File: src/rtl/int_gen_responder.sv
// Memory-mapped countdown interrupt source with CPU acknowledge (ACK/CTRL/DELAY/STATUS window).
// Optional macro INT_EXT_REQ_EN adds a synchronized external request input that forces PEND.
//
// state | meaning
// IDLE  | disarmed, interrupt low
// COUNT | countdown running, cnt = edges left until interrupt
// PEND  | interrupt high, waiting for ACK
module int_gen_responder #(
    parameter logic [31:0] BASE_ADDR = 32'h0000_7F20,
    parameter int          DELAY_W   = 16
) (
`ifdef INT_EXT_REQ_EN
    input  logic        ext_req,
`endif
    input  logic        clk,
    input  logic        reset,
    input  logic [31:0] addr,
    input  logic [3:0]  byteen,
    input  logic [31:0] wdata,
    output logic [31:0] rdata,
    output logic        interrupt
);

    typedef enum logic [1:0] {
        IDLE  = 2'd0,
        COUNT = 2'd1,
        PEND  = 2'd2
    } state_t;

    localparam logic [DELAY_W-1:0] CNT_ONE = DELAY_W'(1);

    state_t             state_q;
    logic [1:0]         ctrl_q;
    logic [DELAY_W-1:0] delay_q;
    logic [DELAY_W-1:0] cnt_q;
    logic               irq_q;
    logic               ext_flag_q;
    logic               ext_hit;

    function automatic logic [31:0] merge_lanes(input logic [31:0] old_v,
                                                input logic [31:0] new_v,
                                                input logic [3:0]  be);
        logic [31:0] r;
        r = old_v;
        for (int b = 0; b < 4; b++)
            if (be[b]) r[8*b +: 8] = new_v[8*b +: 8];
        return r;
    endfunction

    logic               hit;
    logic               we;
    logic               ack_wr;
    logic               ctrl_wr;
    logic               delay_wr;
    logic [31:0]        ctrl_new;
    logic [31:0]        delay_new;
    logic [DELAY_W-1:0] reload;
    logic               unused_bits;

    assign hit       = (addr[31:4] == BASE_ADDR[31:4]);
    assign we        = hit && (byteen != 4'b0000);
    assign ack_wr    = we && (addr[3:2] == 2'd0);
    assign ctrl_wr   = we && (addr[3:2] == 2'd1);
    assign delay_wr  = we && (addr[3:2] == 2'd2);
    assign ctrl_new  = merge_lanes({30'b0, ctrl_q}, wdata, byteen);
    assign delay_new = merge_lanes({{(32-DELAY_W){1'b0}}, delay_q}, wdata, byteen);
    // A zero DELAY still takes one edge so the interrupt is never raised on the arming edge.
    assign reload    = (delay_q == '0) ? CNT_ONE : delay_q;
    assign unused_bits = ^{addr[1:0], ctrl_new[31:2], delay_new[31:DELAY_W]};

`ifdef INT_EXT_REQ_EN
    logic ext_s1_q, ext_s2_q, ext_s3_q;

    always_ff @(posedge clk or negedge reset) begin
        if (!reset) begin
            ext_s1_q <= 1'b0;
            ext_s2_q <= 1'b0;
            ext_s3_q <= 1'b0;
        end else begin
            ext_s1_q <= ext_req;
            ext_s2_q <= ext_s1_q;
            ext_s3_q <= ext_s2_q;
        end
    end

    assign ext_hit = ext_s2_q && !ext_s3_q && ctrl_q[0];
`else
    assign ext_hit = 1'b0;
`endif

    always_ff @(posedge clk or negedge reset) begin
        if (!reset) begin
            state_q    <= IDLE;
            ctrl_q     <= 2'b00;
            delay_q    <= '0;
            cnt_q      <= '0;
            irq_q      <= 1'b0;
            ext_flag_q <= 1'b0;
        end else begin
            if (delay_wr) delay_q <= delay_new[DELAY_W-1:0];
            if (ctrl_wr)  ctrl_q  <= ctrl_new[1:0];
            case (state_q)
                IDLE: begin
                    if (ctrl_wr && ctrl_new[0]) begin
                        state_q <= COUNT;
                        cnt_q   <= reload;
                    end
                end
                COUNT: begin
                    if (ctrl_wr) begin
                        if (!ctrl_new[0]) state_q <= IDLE;
                        else              cnt_q   <= reload;
                    end else if (ext_hit) begin
                        state_q    <= PEND;
                        irq_q      <= 1'b1;
                        ext_flag_q <= 1'b1;
                    end else if (cnt_q == CNT_ONE) begin
                        state_q <= PEND;
                        irq_q   <= 1'b1;
                    end else begin
                        cnt_q <= cnt_q - CNT_ONE;
                    end
                end
                PEND: begin
                    // A disabling CTRL write wins over an ACK; an enabling one only updates MODE.
                    if (ctrl_wr) begin
                        if (!ctrl_new[0]) begin
                            state_q <= IDLE;
                            irq_q   <= 1'b0;
                        end
                    end else if (ack_wr) begin
                        irq_q      <= 1'b0;
                        ext_flag_q <= 1'b0;
                        if (ctrl_q[1]) begin
                            state_q <= COUNT;
                            cnt_q   <= reload;
                        end else begin
                            state_q   <= IDLE;
                            ctrl_q[0] <= 1'b0;
                        end
                    end
                end
                default: state_q <= IDLE;
            endcase
        end
    end

    always_comb begin
        rdata = 32'h0;
        if (hit) begin
            case (addr[3:2])
                2'd1: rdata = {30'b0, ctrl_q};
                2'd2: rdata = {{(32-DELAY_W){1'b0}}, delay_q};
                2'd3: begin
                    rdata[1:0]            = state_q;
                    rdata[2]              = irq_q;
                    rdata[3]              = ext_flag_q;
                    rdata[DELAY_W+15:16]  = cnt_q;
                end
                default: rdata = 32'h0;
            endcase
        end
    end

    assign interrupt = irq_q;

endmodule

File: config.mk
export PLATFORM = sky130hd
export DESIGN_NAME = int_gen_responder
export DESIGN_NICKNAME = d
export VERILOG_FILES = /design/src/rtl/int_gen_responder.sv
export SDC_FILE = /design/constraint.sdc
export NUM_CORES = 1
export LEC_CHECK = 0
export ABC_AREA = 1
export CORE_UTILIZATION = 46
export DETAILED_ROUTE_END_ITERATION = 10
export GPL_TIMING_DRIVEN = 1
export PLACE_DENSITY = 0.82
export SLEW_MARGIN = 5
export SYNTH_ARGS = -nofsm -noshare
export SYNTH_HDL_FRONTEND = slang
export SYNTH_SLANG_ARGS = --single-unit
File: constraint.sdc
create_clock -name clk -period 1.9 [get_ports clk]
set_input_delay 0.38 -clock clk [delete_from_list [all_inputs] [get_ports clk]]
set_output_delay 0.38 -clock clk [all_outputs]
set_load 0.02 [all_outputs]
==> run_results.csv <==
group,metric,value,unit
final_layout,fin_nets,711,
critical_path,arrival,2.37,ns
pwr,peakVddDrop,0.0003925,V
synth,ys.flop_type,"dfrtp_1",
synth,synth.area.top_cells,"dfrtp_1 32%, nand2_1 20%, nor2_1 10%, nand3_1 8.1%, inv_1 5.1%",
floorplan,start_util,48.42,%
drt,routed_wl,12040,um
timing,relSlewSlack,66.16,%
global_route,grt_pass1_vias,3683,
final_layout,antennaDiodeCount,0,
global_route,grt_antenna_before_repair,0,
critical_path,critPathMaxFanout,2,
drt,postRouteAntennaNets,0,
synth,yosysWarnings,0,
synth,async_flop_share,100.0,%
synth,ys_types,33,
critical_path,required,2.11,ns
timing,rsz0062_at_grt,"true",
critical_path,worstSetupStartpointType,"input port",
synth,yosysTopAreaCellShare,31.73,%
final_layout,syn_to_final_growth,64.24,%
critical_path,reg2regPathDepth,11,
drt,drtIter0Drc,568,
global_route,grt_overflow_total,0,
timing,period_share,113.4,%
hold_path,min_path_type,"in -> async",
synth,synth_top_cell_by_area,"dfrtp_1",
synth,synth_edf_count,0,
timing,min_period,2.155,ns
floorplan,die_area,6666,um^2
run,maxCapViolations,0,
global_route,grt_usage,33.85,%
final_layout,regArea,925.9,um^2
drt,drcViolationCount,0,
pwr,leakagePower,2.397,nW
critical_path,crit_type,"in -> reg",
clock_network,cts_buffers,5,
final_layout,fin_util,79.53,%
critical_path,reg2reg_slack,0,ns
clock_network,root_buffer,"clkbuf_8",
pwr,power,0.002270,W
placed_design,gp_congestion,0.9218,
global_route,grt_max_degree,38,
floorplan,die_y,81.65,um
timing,tightest_slew,0.5076,ns
timing,worst_clock_skew,0.008422,ns
clock_network,clkSlewWorstSetupHoldPaths,0.08,ns
synth,synth_common_cells,"156 x nand2_1, 80 x nor2_1, 47 x nand3_1, 40 x inv_1, 37 x dfrtp_1",
synth,synth_fp_nets,541,
floorplan,coreArea,6026,um^2
pwr,powerDensity,473.6,nW/um^2
synth,syn_area,2918,um^2
outcome,violations,"setup timing",
final_layout,final_cell_area,4792,um^2
clock_network,cts_buffer_depth,2,
floorplan,rows,28,
synth,yosysSeqAreaShare,31.73,%
global_route,grt_pass1_wl,17120,um
timing,slew_violations,0,
timing,timing.final.ws_setup,-0.2551,ns
final_layout,fill_cells,398,
synth,synth_seq_cells,37,
drt,viasPerCell,5.656,
placed_design,io_buffers,84,
drt,vias,4044,
floorplan,die-width,81.65,um
outcome,status,"finished, violations left",
clock_network,ctsHoldBuffers,0,
synth,avgSynthCellArea,6.221,um^2
final_layout,drive_gt1_share,37.19,%
clock_network,cts_tree,"yes",
synth,syn_inst,469,
synth,yosysMostFrequentCell,"nand2_1",
timing,hold_violations,0,
critical_path,r2r_start,"cnt_q[1]",
final_layout,multiInputGateArea,1966,um^2
clock_network,htreeDepth,2,
critical_path,crit_path_end_kind,"flop",
timing,setup_viol,43,
critical_path,r2r_end,"cnt_q[5]",
drt,routedWlPerCell,16.83,um
clock_network,clock_latency,0.31,ns
placed_design,dpl.hpwl,6897,um
placed_design,place_area,4160,um^2
drt,drtPass1Iterations,8,
floorplan,io_pins,103,
timing,fmaxAchievable,0.4640,GHz
clock_network,clkSinkCount,37,
==> worst max-delay path by stage <==
stage                   from   endpoint  slack, ns
finish              addr[31]   cnt_q[0]      -0.26
CTS                  addr[8]   rdata[1]       0.02
floorplan           addr[27]  rdata[17]      -0.09
detailed placement  addr[13]  rdata[24]      -0.85
global route        addr[30]   cnt_q[0]      -0.25
global placement     addr[4]  rdata[29]      -0.81
==> routing by layer <==
metal	GRT usage [%]	up-vias	wire length, um
met5	0	-	0
met4	15.96	0	733
met3	7.778	94	1301
met2	57.42	310	5870
met1	40.37	1820	4130
li1	-	1820	-
==> placed cells by master (no fill, tap or decap), types with 3 or more instances in the layout <==
cell	count
nor2_1	59
nand2_2	19
buf_4	101
nor2_2	12
clkdlybuf4s50_1	21
xor2_1	11
inv_2	11
clkbuf_8	5
buf_12	5
nor3_1	10
nand3_2	4
dfrtp_1	37
inv_1	33
nand3_1	44
buf_2	21
nand4_1	5
nor3_2	8
o21ai_0	14
o21ai_1	3
nor2_4	15
buf_6	21
nand2_1	150
==> where the power goes <==
group | internal, W | leakage [nW] | total, W | switching [W]
combinational | 0.000315 | 1.84 | 0.000618 | 0.000303
sequential | 0.000795 | 0.491 | 0.000806 | 0.0000110
clock | 0.000522 | 0.0681 | 0.000847 | 0.000325
total | 0.00163 | 2.40 | 0.00227 | 0.000638
==> kinds of logic after synthesis <==
kind of cell,after synthesis,share of synthesized area (%)
simple gates,337,50.86
flops,37,31.73
buf+inv,58,8.833
xor+xnor,12,3.602
compound gates,23,4.117
fa+ha+maj,2,0.8575
==> critical path, cell delays in order <==
cell and delay, ns:
buf_2 0.11, inv_2 0.05, nand2_1 0.06, buf_4 0.13, buf_4 0.12, buf_4 0.12, buf_4 0.12, buf_4 0.12
nor3_1 0.32, nand2_1 0.18, nor2_2 0.18, nand3_2 0.14, nand2_1 0.10, nand2_1 0.05, nand2_1 0.05, nand2_1 0.05
nand2_1 0.06, nand2_1 0.04
==> flip-flops by register name, summed over array words and instances (netlist names) <==
signal / count
ctrl_q: 2
cnt_q: 16
delay_q: 16
interrupt: 1
state_q: 2
==> through the flow <==
stage,worst slack (ns),setup TNS (ns),hold WS [ns],cells
after global placement,-0.8147,-34.73,0.4592,658
after floorplan,-0.09004,-0.9070,0.08441,469
after detailed placement,-0.8537,-36.94,0.4681,658
after global routing,-0.2488,-6.766,0.5137,715
final,-0.2551,-2.959,0.4896,715
after CTS,0.01505,0,0.4917,712
==> layout make-up <==
class | instances | share of cell area (%)
multi-input combinational | 374 | 41.02
timing repair buffer | 176 | 31.33
sequential | 37 | 19.32
inverter | 45 | 3.577
tap | 75 | 1.958
clock buffer | 5 | 1.436
clock inverter | 3 | 1.358
==> timing repair <==
| item | 4_1_cts | 5_1_grt |
|---|---|---|
| hold endpoints to repair | 0 | 0 |
| buffers inserted | 45 | 1 |
| resized for setup | 288 | 85 |
| endpoints found under the setup margin | 49 | 52 |
| cloned | 1 | 2 |
| pin swaps | 12 | 22 |
Power figures use the tool's default switching activity.
